`config.mk`:
```
export PLATFORM = sky130hd
export DESIGN_NAME = pe_network_interface_flat
export DESIGN_NICKNAME = d
export VERILOG_FILES = /design/src/rtl/pe_network_interface_pkg.sv /design/src/rtl/pe_network_interface_if.sv /design/src/rtl/ni_fifo.sv /design/src/rtl/pe_network_interface.sv /design/src/flat_wrapper.sv
export SDC_FILE = /design/constraint.sdc
export NUM_CORES = 1
export LEC_CHECK = 0
export ABC_AREA = 1
export CAP_MARGIN = 0
export CORE_UTILIZATION = 61
export DETAILED_ROUTE_END_ITERATION = 6
export GPL_ROUTABILITY_DRIVEN = 1
export PLACE_DENSITY = 0.85
export SLEW_MARGIN = 20
export SYNTH_ARGS = -nofsm -noshare
export SYNTH_HDL_FRONTEND = slang
export SYNTH_SLANG_ARGS = --single-unit
```
`constraint.sdc`:
```
create_clock -name clk -period 5.8 [get_ports clk]
set_input_delay 0.58 -clock clk [delete_from_list [all_inputs] [get_ports clk]]
set_output_delay 0.58 -clock clk [all_outputs]
set_load 0.05 [all_outputs]
```
`src/rtl/pe_network_interface_pkg.sv`:
```
// Shared NoC definitions: flit width, head-flit field layout and NI state encoding.
package pe_network_interface_pkg;

    localparam int FLIT_W    = 32;

    localparam int DST_X_LSB = 28;
    localparam int DST_X_W   = 4;
    localparam int DST_Y_LSB = 24;
    localparam int DST_Y_W   = 4;
    localparam int SRC_X_LSB = 20;
    localparam int SRC_X_W   = 4;
    localparam int SRC_Y_LSB = 16;
    localparam int SRC_Y_W   = 4;
    localparam int LEN_LSB   = 8;
    localparam int LEN_W     = 8;
    localparam int SEQ_LSB   = 0;
    localparam int SEQ_W     = 8;

    typedef enum logic [1:0] {
        ST_IDLE = 2'd0,
        ST_HEAD = 2'd1,
        ST_BODY = 2'd2
    } ni_state_t;

    function automatic logic [FLIT_W-1:0] make_head(
        input logic [DST_X_W-1:0] dst_x,
        input logic [DST_Y_W-1:0] dst_y,
        input logic [SRC_X_W-1:0] src_x,
        input logic [SRC_Y_W-1:0] src_y,
        input logic [LEN_W-1:0]   len,
        input logic [SEQ_W-1:0]   seq
    );
        logic [FLIT_W-1:0] flit;
        flit = '0;
        flit[DST_X_LSB +: DST_X_W] = dst_x;
        flit[DST_Y_LSB +: DST_Y_W] = dst_y;
        flit[SRC_X_LSB +: SRC_X_W] = src_x;
        flit[SRC_Y_LSB +: SRC_Y_W] = src_y;
        flit[LEN_LSB   +: LEN_W]   = len;
        flit[SEQ_LSB   +: SEQ_W]   = seq;
        return flit;
    endfunction

endpackage

```
`src/rtl/pe_network_interface_if.sv`:
```
// PE-side command and payload channels of the injection network interface.
interface pe_network_interface_if;
    import pe_network_interface_pkg::*;

    // Valid/ready: a transfer happens on a rising edge where both are high;
    // the master holds valid and its payload stable until that edge.
    logic              pe_cmd_valid;
    logic              pe_cmd_ready;
    logic [3:0]        pe_dst_x;
    logic [3:0]        pe_dst_y;
    logic [7:0]        pe_len;
    logic              pe_data_valid;
    logic              pe_data_ready;
    logic [FLIT_W-1:0] pe_data;

    modport master (
        output pe_cmd_valid, pe_dst_x, pe_dst_y, pe_len, pe_data_valid, pe_data,
        input  pe_cmd_ready, pe_data_ready
    );

    modport slave (
        input  pe_cmd_valid, pe_dst_x, pe_dst_y, pe_len, pe_data_valid, pe_data,
        output pe_cmd_ready, pe_data_ready
    );

endinterface

```
`src/rtl/ni_fifo.sv`:
```
// Synchronous FIFO with power-of-two depth; shared by the NI payload path and router inports.
module ni_fifo #(
    parameter int WIDTH = 32,
    parameter int DEPTH = 4
) (
    input  logic             clk,
    input  logic             rst,
    input  logic             push,
    input  logic [WIDTH-1:0] push_data,
    input  logic             pop,
    output logic [WIDTH-1:0] pop_data,
    output logic             full,
    output logic             empty
);
    localparam int AW = $clog2(DEPTH);

    logic [WIDTH-1:0] mem [DEPTH];
    logic [AW:0]      wr_ptr;
    logic [AW:0]      rd_ptr;

    // Extra pointer bit tells a full buffer apart from an empty one.
    assign empty    = (wr_ptr == rd_ptr);
    assign full     = (wr_ptr[AW] != rd_ptr[AW]) && (wr_ptr[AW-1:0] == rd_ptr[AW-1:0]);
    assign pop_data = mem[rd_ptr[AW-1:0]];

    always_ff @(posedge clk or negedge rst) begin
        if (!rst) begin
            wr_ptr <= '0;
            rd_ptr <= '0;
        end else begin
            if (push && !full) begin
                wr_ptr <= wr_ptr + 1'b1;
            end
            if (pop && !empty) begin
                rd_ptr <= rd_ptr + 1'b1;
            end
        end
    end

    always_ff @(posedge clk) begin
        if (push && !full) begin
            mem[wr_ptr[AW-1:0]] <= push_data;
        end
    end

endmodule

```
`src/rtl/pe_network_interface.sv`:
```
// Injection NI: turns a PE command plus payload stream into head/body flits, paced by router credits.
module pe_network_interface
    import pe_network_interface_pkg::*;
#(
    parameter logic [3:0] XCOR       = 4'd2,
    parameter logic [3:0] YCOR       = 4'd2,
    parameter int         CREDITS    = 4,
    parameter int         FIFO_DEPTH = 4
) (
    input  logic                           clk,
    input  logic                           rst,
    pe_network_interface_if.slave          pe,
    input  logic                           crt_in,
    output logic                           diff_pair_p,
    output logic                           diff_pair_n,
    output logic [FLIT_W-1:0]              output_channel,
    output logic                           credit_err,
    output ni_state_t                      state,
    output logic [$clog2(CREDITS+1)-1:0]   credit_count
);
    localparam int                CW       = $clog2(CREDITS+1);
    localparam logic [CW-1:0]     CRED_MAX = CW'(CREDITS);

    logic [3:0]        dst_x_q;
    logic [3:0]        dst_y_q;
    logic [7:0]        len_q;
    logic [7:0]        seq_q;
    logic [7:0]        seq;
    logic [7:0]        remain;
    logic              cmd_ready;
    logic [CW-1:0]     credits;
    logic              fifo_full;
    logic              fifo_empty;
    logic [FLIT_W-1:0] fifo_data;
    logic              have_credit;
    logic              send_head;
    logic              send_body;
    logic              send;

    assign have_credit      = (credits != '0);
    assign send_head        = (state == ST_HEAD) && have_credit;
    assign send_body        = (state == ST_BODY) && have_credit && !fifo_empty;
    assign send             = send_head || send_body;
    assign pe.pe_cmd_ready  = cmd_ready;
    assign pe.pe_data_ready = !fifo_full;
    assign credit_count     = credits;

    ni_fifo #(
        .WIDTH (FLIT_W),
        .DEPTH (FIFO_DEPTH)
    ) u_fifo (
        .clk       (clk),
        .rst       (rst),
        .push      (pe.pe_data_valid),
        .push_data (pe.pe_data),
        .pop       (send_body),
        .pop_data  (fifo_data),
        .full      (fifo_full),
        .empty     (fifo_empty)
    );

    always_ff @(posedge clk or negedge rst) begin
        if (!rst) begin
            state          <= ST_IDLE;
            cmd_ready      <= 1'b0;
            dst_x_q        <= '0;
            dst_y_q        <= '0;
            len_q          <= '0;
            seq_q          <= '0;
            seq            <= '0;
            remain         <= '0;
            diff_pair_p    <= 1'b0;
            diff_pair_n    <= 1'b1;
            output_channel <= '0;
        end else begin
            diff_pair_p <= send;
            diff_pair_n <= !send;
            case (state)
                ST_IDLE: begin
                    cmd_ready <= 1'b1;
                    if (cmd_ready && pe.pe_cmd_valid) begin
                        dst_x_q   <= pe.pe_dst_x;
                        dst_y_q   <= pe.pe_dst_y;
                        len_q     <= pe.pe_len;
                        seq_q     <= seq;
                        cmd_ready <= 1'b0;
                        state     <= ST_HEAD;
                    end
                end
                ST_HEAD: begin
                    if (send_head) begin
                        output_channel <= make_head(dst_x_q, dst_y_q, XCOR, YCOR, len_q, seq_q);
                        seq            <= seq + 8'd1;
                        if (len_q == 8'd0) begin
                            cmd_ready <= 1'b1;
                            state     <= ST_IDLE;
                        end else begin
                            remain <= len_q;
                            state  <= ST_BODY;
                        end
                    end
                end
                ST_BODY: begin
                    if (send_body) begin
                        output_channel <= fifo_data;
                        remain         <= remain - 8'd1;
                        if (remain == 8'd1) begin
                            cmd_ready <= 1'b1;
                            state     <= ST_IDLE;
                        end
                    end
                end
                default: state <= ST_IDLE;
            endcase
        end
    end

    // A return that coincides with a send cancels out; a return into a full counter is an error.
    always_ff @(posedge clk or negedge rst) begin
        if (!rst) begin
            credits    <= CRED_MAX;
            credit_err <= 1'b0;
        end else begin
            case ({send, crt_in})
                2'b10: credits <= credits - 1'b1;
                2'b01: begin
                    if (credits == CRED_MAX) begin
                        credit_err <= 1'b1;
                    end else begin
                        credits <= credits + 1'b1;
                    end
                end
                default: ;
            endcase
        end
    end

endmodule

```
`src/flat_wrapper.sv`:
```
// flat-port wrapper written by rule: the top's interface ports become plain ports
module pe_network_interface_flat import pe_network_interface_pkg::*;
#(
    parameter logic [3:0] XCOR       = 4'd2,
    parameter logic [3:0] YCOR       = 4'd2,
    parameter int         CREDITS    = 4,
    parameter int         FIFO_DEPTH = 4
)
  (clk, rst, crt_in, diff_pair_p, diff_pair_n, output_channel, credit_err, state, credit_count, pe_pe_cmd_valid, pe_pe_dst_x, pe_pe_dst_y, pe_pe_len, pe_pe_data_valid, pe_pe_data, pe_pe_cmd_ready, pe_pe_data_ready);
  pe_network_interface_if pe_i ();
  input  logic clk;
  input  logic rst;
  input  logic crt_in;
  output logic diff_pair_p;
  output logic diff_pair_n;
  output logic [FLIT_W-1:0] output_channel;
  output logic credit_err;
  output ni_state_t state;
  output logic [$clog2(CREDITS+1)-1:0] credit_count;
  input wire logic [$bits(pe_i.pe_cmd_valid)-1:0] pe_pe_cmd_valid;
  input wire logic [$bits(pe_i.pe_dst_x)-1:0] pe_pe_dst_x;
  input wire logic [$bits(pe_i.pe_dst_y)-1:0] pe_pe_dst_y;
  input wire logic [$bits(pe_i.pe_len)-1:0] pe_pe_len;
  input wire logic [$bits(pe_i.pe_data_valid)-1:0] pe_pe_data_valid;
  input wire logic [$bits(pe_i.pe_data)-1:0] pe_pe_data;
  output wire logic [$bits(pe_i.pe_cmd_ready)-1:0] pe_pe_cmd_ready;
  output wire logic [$bits(pe_i.pe_data_ready)-1:0] pe_pe_data_ready;
  assign pe_i.pe_cmd_valid = pe_pe_cmd_valid;
  assign pe_i.pe_dst_x = pe_pe_dst_x;
  assign pe_i.pe_dst_y = pe_pe_dst_y;
  assign pe_i.pe_len = pe_pe_len;
  assign pe_i.pe_data_valid = pe_pe_data_valid;
  assign pe_i.pe_data = pe_pe_data;
  assign pe_pe_cmd_ready = pe_i.pe_cmd_ready;
  assign pe_pe_data_ready = pe_i.pe_data_ready;
  pe_network_interface #(.XCOR(XCOR), .YCOR(YCOR), .CREDITS(CREDITS), .FIFO_DEPTH(FIFO_DEPTH)) u_core (.clk(clk), .rst(rst), .pe(pe_i), .crt_in(crt_in), .diff_pair_p(diff_pair_p), .diff_pair_n(diff_pair_n), .output_channel(output_channel), .credit_err(credit_err), .state(state), .credit_count(credit_count));
endmodule
```
---- Word level (Yosys, flattened, before mapping) ----
Memory sizes are Yosys's and may differ from the RTL's.
Index checks and enable logic that the tools add are counted.
operators by class
  $add $sub $neg .......................... 6
  eq/ne operators ......................... 16
  mux-type cells .......................... 23
  reduce and logical (&&, ||, !) cells .... 25
operators by type and width
  cell                 number
  $mux 32              2
  $pmux 32 s2          1
  $mux 8               3
  $pmux 8 s2           1
  $mux 2               5
  $add 3x1->3 const B  3
  $add 8x1->8 const B  1
  $eq 8x1->1 const B   1
  $logic_not 8->1      1
  $ne 2x2->1 const B   4
  $reduce_and 2->1     4
  $reduce_and 4->1     2
  $sub 8x1->8 const B  1
  $logic_and 1x1->1    7
  $mux 1               7
  $ne 2x1->1 const B   3
  $pmux 2 s3           1
  $pmux 3 s2           1
  $reduce_bool 3->1    2
  $reduce_and 5->1     1
  $eq 2x1->1 const B   2
  $eq 2x2->1 const B   2
  $reduce_bool 2->1    2
  $eq 3x3->1           1
  other kinds (10)     12
word-level totals
  register bits ........................... 87
  bits in writable memories ............... 128
  output and inout bits ................... 42
  word-level logic and storage cells ...... 86
  memories ................................ 1
memory list
  memory             depth  bits a word  rd ports  clocked after Yosys merged registers in  wr ports  RTL line       text
  u_core.u_fifo.mem  4      32           1         0                                        1         ni_fifo.sv:17  logic [WIDTH-1:0] mem [DEPTH];

---- Depth between registers and ports, before layout ----
  word-level depth ........................ 7
  gate-level depth with buffers ........... 15
  depth with buffers taken out ............ 15

---- Cells and area by module ----
Synthesis repeated with hierarchy kept, for this count alone.
unflattened totals
  cell total of the unflattened synthesis .. 851
  area, all modules ....................... 9121.2 um^2
modules (own cells, without submodules)
  module                times used  cells an instance  area each (um^2)
  ni_fifo               1           369                5173.7
  pe_network_interface  1           482                3947.5

---- Least setup slack after synthesis ----
OpenSTA, ideal clock, no wires.
  kind .................................... register to register
  start point ............................. register u_core.u_fifo.wr_ptr[0]
  end point ............................... memory u_core.u_fifo.mem[3][0], enable pin
  data arrival time ....................... 2767 ps
  required time ........................... 5376 ps
  setup slack ............................. 2609 ps
  stages on the path, launching flop included .. 7
  clock period less this slack ............ 3191 ps
  cells stage by stage .................... dfrtp_1 > inv_1 > nand2_1 > nand2_1 > nand4_1 > nand2_1 > nor2_1
between the ends
  word-level cells in the longest chain between the ends .. 6
ends and longest elaborated chain
  element                       RTL line            text
  start, declared               ni_fifo.sv:18       logic [AW:0] wr_ptr;
  start signal, assigned        ni_fifo.sv:32       wr_ptr <= wr_ptr + 1'b1;
  $eq 2x2->1                    ni_fifo.sv:23       assign full = (wr_ptr[AW] != rd_ptr[AW]) && (wr_ptr[AW-1:0] == rd_ptr[AW-1:0]);
  $logic_and 1x1->1             ni_fifo.sv:23
  $logic_not 1->1               --
  net pe_pe_data_ready          flat_wrapper.sv:27  output wire logic [$bits(pe_i.pe_data_ready)-1:0] pe_pe_data_ready;
  $logic_and 1x1->1             ni_fifo.sv:41       if (push && !full) begin
  $mux 1                        ni_fifo.sv:41
  $mux 1 (not written as such)  ni_fifo.sv:42       mem[wr_ptr[AW-1:0]] <= push_data;
  end, declared                 ni_fifo.sv:17
The timed path passes the listed nets, and every way through them passes these cells.

---- Worst setup path in the final report ----
  start point ............................. register u_core.u_fifo.rd_ptr[1]
  end point ............................... output pe_pe_data_ready
between the ends
  word-level cells in the longest chain between the ends .. 3
ends and longest elaborated chain
  element                 RTL line                    text
  start, declared         ni_fifo.sv:19               logic [AW:0] rd_ptr;
  start signal, assigned  ni_fifo.sv:35               rd_ptr <= rd_ptr + 1'b1;
  $eq 2x2->1              ni_fifo.sv:23
  $logic_and 1x1->1       ni_fifo.sv:23
  $logic_not 1->1         pe_network_interface.sv:45  assign pe.pe_data_ready = !fifo_full;
  end, declared           flat_wrapper.sv:27
No other way between the ends.

==> out/results.tsv <==
metric	value	unit
status	finished clean	
Psw	2.603	mW
LEAKAGE	4.143	nW
wirelength, routed	19370	microns
number of cells on the critical path	6	
drt pass-1 iters	5	
FF-to-FF End	u_core.output_channel[10]$_DFFE_PN0P_	
critical path startpoint	u_core.u_fifo.rd_ptr[1]$_DFFE_PN0P_	
CTS Hold Bufs	0	
delay-heaviest family, CP	buffers and inverters	
CTS tree	built	
DP Wirelength	11670	microns
Root Buffer	clkbuf_16	
Core ar.	13990	sq um
DP Cell Count	1003	
register bit total from synthesis	215	
final slew viol count	0	
fin crit period	3.262	ns
die area	14970	sq um
setup_tns	0	ns
asr flop ratio synth	40.47	%
vias in the first global route	6025	
CP Launch Type	flip-flop	
# IOs	95	
# setup viols final	0	
antenna-violating nets left	0	
Most common cell on crit path	nand2_1	
GRT Util Overall	26.34	%
H-tree depth	1	
DR iter-0 viols	618	
Setup crit end kind	output port	
Main synth FF type	edfxtp_1	
Worst R2R Path Depth	10	
number of synthesized flops with an enable pin	128	
first-pass GRT wire length	30130	microns
FF-to-FF setup slack	2.64	ns
worst path arrival time	2.68	ns
Skew-Pair Late Insertion Delay	0.51	ns
CP Buf/Inv Count	3	
power per cell area	601.3	nW/um^2
Initial Utilization	63.18	%
layout cell share with drive strength beyond 1	10.07	%
clock buffers created by TritonCTS	22	
Post-CTS Resized	0	
Switching Fraction	40.72	%
WL/cell	18.55	microns
Synth top area share	43.49	%
Post-synth top cells	edfxtp_1, o21ai_0, nand2_1, nor2_1, dfrtp_1	
Setup Slack @ Placement	2.692	ns
clk slew on worst S/H paths	0.06	ns
Synth Instances	757	
Clock power frac	21.0	%
reg2reg start	u_core.state[0]$_DFFE_PN0P_	
utilization after layout	75.99	%
Synth area leaders	edfxtp_1, dfrtp_1, o21ai_0	
# rows	43	
Mapped Area	8838	sq um
Max Cap Viol	0	
Die W	122.4	microns
Via-to-Cell Ratio	5.852	
CP max stage cell	clkdlybuf4s50_1	
routability cong.	0.8459	
CTS Sinks	215	
Setup Skew	0.02473	ns
syn_area_per_cell	11.68	sq um
Worst Setup EP	pe_pe_data_ready	
RSZ-0062 raised after global routing	no	
Internal	3.789	mW
synth warn	0	
Worst-Margin Slew	0.8709	ns
PnR worst setup slack	2.538	ns
grt total ovfl	0	
sequential power share	37.7	%
Final Hold Vio Count	0	
Crit Path Category	flip-flop to output port	
biggest area consumer among synthesized cells	edfxtp_1	
pin count of the biggest net entering global routing	88	
Bufs on Longest Clock Path	3	
Max Fclk	306.6	MHz
Final period util	56.24	%
number of diodes	0	
via count	6109	
crit-path max FO	35	
initial antenna violation count	0	
post-synthesis sequential area ratio	68.15	%
Comb power frac	41.3	%
Area Growth Syn to Fin	20.27	%
Distinct cells, synth	33	
die height	122.4	microns
drt drc	0	
hold crit path type	input port to asynchronous set/reset pin	
Critical Path Max Stage Delay	0.72	ns
Final Non-Filler Cells	1044	
Slew HR	41.88	%
Post-CTS Repair Setup Buffers	0	
IO buf count	94	
final net count	914	
Synthesized Nets	823	
CP required	5.22	ns
most common cell in the netlist	edfxtp_1	
Worst VDD drop	269.7	uV
CP cell instances	buf_4, inv_2, nand2_1, nand2_1, nand4_1, clkdlybuf4s50_1	
per-layer routing:
layer | wire length (microns) | GRT usage (%) | vias up
li1 | - | - | 2801
met1 | 7971 | 36.70 | 2979
met2 | 9376 | 42.21 | 282
met3 | 1547 | 4.972 | 47
met4 | 475 | 8.384 | 0
met5 | 0 | 0 | -
sequential cells by signal, summed over array words and instances (netlist names):
signal / flops
u_core.remain: 8
u_core.dst_x_q: 4
u_core.u_fifo.mem: 128
u_core.credit_err: 1
u_core.diff_pair_n: 1
u_core.pe.pe_cmd_ready: 1
u_core.len_q: 8
u_core.u_fifo.wr_ptr: 3
u_core.seq: 8
u_core.seq_q: 8
u_core.dst_y_q: 4
u_core.credit_count: 3
u_core.u_fifo.rd_ptr: 3
u_core.output_channel: 32
u_core.diff_pair_p: 1
u_core.state: 2
stage by stage:
| stage | hold WS, ns | instance area (sq um) | total power, mW |
|---|---|---|---|
| 2_1_floorplan | 0.2844 | 8838 | 4.214 |
| 3_3_place_gp | 0.4570 | 9907 | 4.854 |
| 3_5_place_dp | 0.4534 | 9907 | 4.989 |
| 4_1_cts | 0.3092 | 10610 | 6.370 |
| 5_1_grt | 0.1904 | 10630 | 6.737 |
| 6_report | 0.1414 | 10630 | 6.392 |
cells by family (layout without fill, tap and decap cells):
| group | Yosys count | in the layout | share of synthesized area (%) |
|---|---|---|---|
| xor gates and xnor gates | 13 | 13 | 1.288 |
| DFF | 215 | 215 | 68.15 |
| and+or+nand+nor | 235 | 235 | 11.03 |
| AOI/OAI and AO/OA | 181 | 181 | 11.61 |
| muxes | 15 | 15 | 1.911 |
| adders and majority gates | 13 | 13 | 1.925 |
| buffers and inverters | 85 | 192 | 4.091 |
cells in the final DEF (no fill, tap or decap), drive strengths merged:
cell | Yosys | routed
ha | 12 | 12
nor2 | 90 | 90
o21bai | 1 | 1
dfstp | 2 | 2
dfrtp | 85 | 85
o21a | 25 | 25
buf | 10 | 11
o221ai | 2 | 2
inv | 48 | 48
o22ai | 30 | 30
nor4 | 1 | 1
nor3 | 1 | 1
clkbuf | 27 | 30
clkinvlp | 0 | 1
nand3 | 19 | 19
o21ai | 112 | 112
fa | 1 | 1
a21oi | 8 | 8
nand4 | 3 | 3
clkinv | 0 | 8
a31oi | 1 | 1
xor2 | 13 | 13
bufinv | 0 | 1
nand2 | 104 | 104
clkdlybuf4s50 | 0 | 93
mux2 | 15 | 15
or2 | 17 | 17
o211ai | 2 | 2
edfxtp | 128 | 128
power groups by stage:
| stage | clock network, mW | registers (mW) | logic, mW |
|---|---|---|---|
| 3_3_place_gp | 0 | 2.44 | 2.42 |
| 3_5_place_dp | 0 | 2.46 | 2.53 |
| 4_1_cts | 1.36 | 2.44 | 2.57 |
| 6_report | 1.34 | 2.41 | 2.64 |
| 2_1_floorplan | 0 | 2.78 | 1.43 |
| 5_1_grt | 1.42 | 2.44 | 2.87 |
cell type report:
cell class / instances / area [sq um]
clock inverters: 10 / 98.84
flip-flops and latches: 215 / 6025
well taps: 180 / 225.2
inverters: 48 / 180.2
multi-input cells: 457 / 2471
fillers: 842 / 3358
repair buffers: 104 / 1030
clock buffers: 30 / 600.6
how the worst min path moves through the flow:
stage	startpoint	to	slack (ns)	cells past startpoint
floorplan	rst	u_core.credit_count[0]$_DFFE_PN0P_	0.28	0
global placement	u_core.seq[7]$_DFFE_PN0P_	u_core.seq[7]$_DFFE_PN0P_	0.46	1
detailed placement	u_core.seq[7]$_DFFE_PN0P_	u_core.seq[7]$_DFFE_PN0P_	0.45	1
CTS	rst	u_core.output_channel[17]$_DFFE_PN0P_	0.31	1
global route	rst	u_core.u_fifo.rd_ptr[1]$_DFFE_PN0P_	0.19	1
finish	rst	u_core.diff_pair_p$_DFF_PN0_	0.14	1
(Power assumes the default switching activity.)
==> RTL change: new RTL, config.mk and constraints unchanged <==
`CREDITS` is set to 4 in 2 places; all go to 2.
--- a/src/rtl/pe_network_interface.sv
+++ b/src/rtl/pe_network_interface.sv
@@ -4,7 +4,7 @@
 #(
     parameter logic [3:0] XCOR       = 4'd2,
     parameter logic [3:0] YCOR       = 4'd2,
-    parameter int         CREDITS    = 4,
+    parameter int         CREDITS    = 2,
     parameter int         FIFO_DEPTH = 4
 ) (
     input  logic                           clk,
--- a/src/flat_wrapper.sv
+++ b/src/flat_wrapper.sv
@@ -3,7 +3,7 @@
 #(
     parameter logic [3:0] XCOR       = 4'd2,
     parameter logic [3:0] YCOR       = 4'd2,
-    parameter int         CREDITS    = 4,
+    parameter int         CREDITS    = 2,
     parameter int         FIFO_DEPTH = 4
 )
   (clk, rst, crt_in, diff_pair_p, diff_pair_n, output_channel, credit_err, state, credit_count, pe_pe_cmd_valid, pe_pe_dst_x, pe_pe_dst_y, pe_pe_len, pe_pe_data_valid, pe_pe_data, pe_pe_cmd_ready, pe_pe_data_ready);
Interface: changed (resized credit_count); port bits go from 95 to 94. No check against the original RTL was run, so the function may have changed too.
==> RTL change against the unedited design <==
Utilization is 0.059 points higher. Synthesized area is 1.0% higher. Wire length is 2.6% higher. Highest routed layer unchanged. Critical path type is now register to register. Critical path depth is 4 higher. Power is 0.57% lower. Design area is 0.85% higher. Worst setup slack worse by 0.25 ns. Sequential cell count is 1 lower.
==> RTL change: results (changes against the unedited design) <==
| Metric | Value |
|---|---|
| Status | `finished, final reports clean (unchanged)` |
| M1 GR Usage | `36.3% (was 36.7%)` |
| Placer Congestion | `0.842 (was 0.846)` |
| VDD IR-drop max | `419 uV (was 270 uV)` |
| Initial DRC Count | `696 (was 618)` |
| First-pass GRT wire length | `30900 um (was 30100 um)` |
| Nets@finish | `931 (was 914)` |
| Routing usage on met3 | `4.80% (was 4.97%)` |
| Via count | `6200 (was 6109)` |
| Post-synthesis mux area share | `1.46% (was 1.91%)` |
| Critical path fanouts, max | `59 (was 35)` |
| Hold_buf cts | `1 (was 0)` |
| Met2 wire length | `9660 um (was 9380 um)` |
| Post-route met1 wirelength | `8350 um (was 7970 um)` |
| Synth area leaders | `edfxtp_1 43%, dfrtp_1 24%, nand2_1 6.8% (was edfxtp_1 43%, dfrtp_1 24%, o21ai_0 5.9%)` |
| Post-Synth Adder-Cell Area | `1.68% (was 1.93%)` |
| Xor and xnor area share after synthesis | `1.37% (was 1.29%)` |
| Drt wl/cell | `18.7 um (was 18.6 um)` |
| CP max stage cell | `ha_1 (was clkdlybuf4s50_1)` |
| Ys async rst share | `40.2% (was 40.5%)` |
| Critical path launch point | `u_core.state[0] (was u_core.u_fifo.rd_ptr[1])` |
| Hold WS | `0.396 ns (was 0.141 ns)` |
| Place WS | `2.32 ns (was 2.69 ns)` |
| Largest net degree at the start of global routing | `86 (was 88)` |
| Cell Int Power | `3.77 mW (was 3.79 mW)` |
| Top Family by Delay on Critical Path | `simple AND/OR/NAND/NOR gates (was buffers and inverters)` |
| Skew final | `0.00836 ns (was 0.0247 ns)` |
| CP peak stage delay | `0.60 ns (was 0.72 ns)` |
| Dpl cells | `1020 (was 1003)` |
| Compound-gate portion of the synthesized area | `10.8% (was 11.6%)` |
| Slew at the pin closest to its max-slew limit | `1.07 ns (was 0.871 ns)` |
| Syn nets | `846 (was 823)` |
| Synth unique cells | `37 (was 33)` |
| Commonest cells in the netlist | `161 x nand2_1, 128 x edfxtp_1, 84 x dfrtp_1, 83 x nor2_1, 79 x o21ai_0 (was 128 x edfxtp_1, 104 x o21ai_0, 103 x nand2_1, 89 x nor2_1, 85 x dfrtp_1)` |
| Worst reg2reg setup slack | `2.29 ns (was 2.64 ns)` |
| Total GRT Usage | `27.1% (was 26.3%)` |
| GR Layer Usage met2 | `44.5% (was 42.2%)` |
| Synth Area per Inst | `11.4 sq um (was 11.7 sq um)` |
| Non-Filler Instances | `1061 (was 1044)` |
| Placed Instance Area | `9930 sq um (was 9910 sq um)` |
| CTS resizes | `0 (unchanged)` |
| Leak pwr | `4.37 nW (was 4.14 nW)` |
==> RTL change: power by group through the flow <==
stage / combinational [mW] / clock [mW] / sequential [mW]
2_1_floorplan: 1.43 / 0 / 2.74
3_3_place_gp: 2.44 / 0 / 2.34
3_5_place_dp: 2.53 / 0 / 2.36
4_1_cts: 2.56 / 1.43 / 2.34
5_1_grt: 2.80 / 1.49 / 2.38
6_report: 2.58 / 1.43 / 2.35
==> RTL change: final cells by class <==
class                           count  area [sq um]
Clock inverter                      8           124
Sequential cell                   214          6000
Clock buffer                       30           609
Timing Repair Buffer              100          1010
Fill cell                         879          3380
Inverter                           43           164
Tap cell                          180           225
Multi-Input combinational cell    486          2590
==> RTL change: worst reg2reg max path, cell delays in order (launching register included) <==
cell and delay [ns]:
dfrtp_1 0.43, inv_1 0.11, ha_1 0.60, inv_2 0.53, nor2_2 0.33, nand2_4 0.18
nand2_4 0.11, nand2_4 0.44, a21oi_2 0.52, nand2_1 0.11, nand2_1 0.08
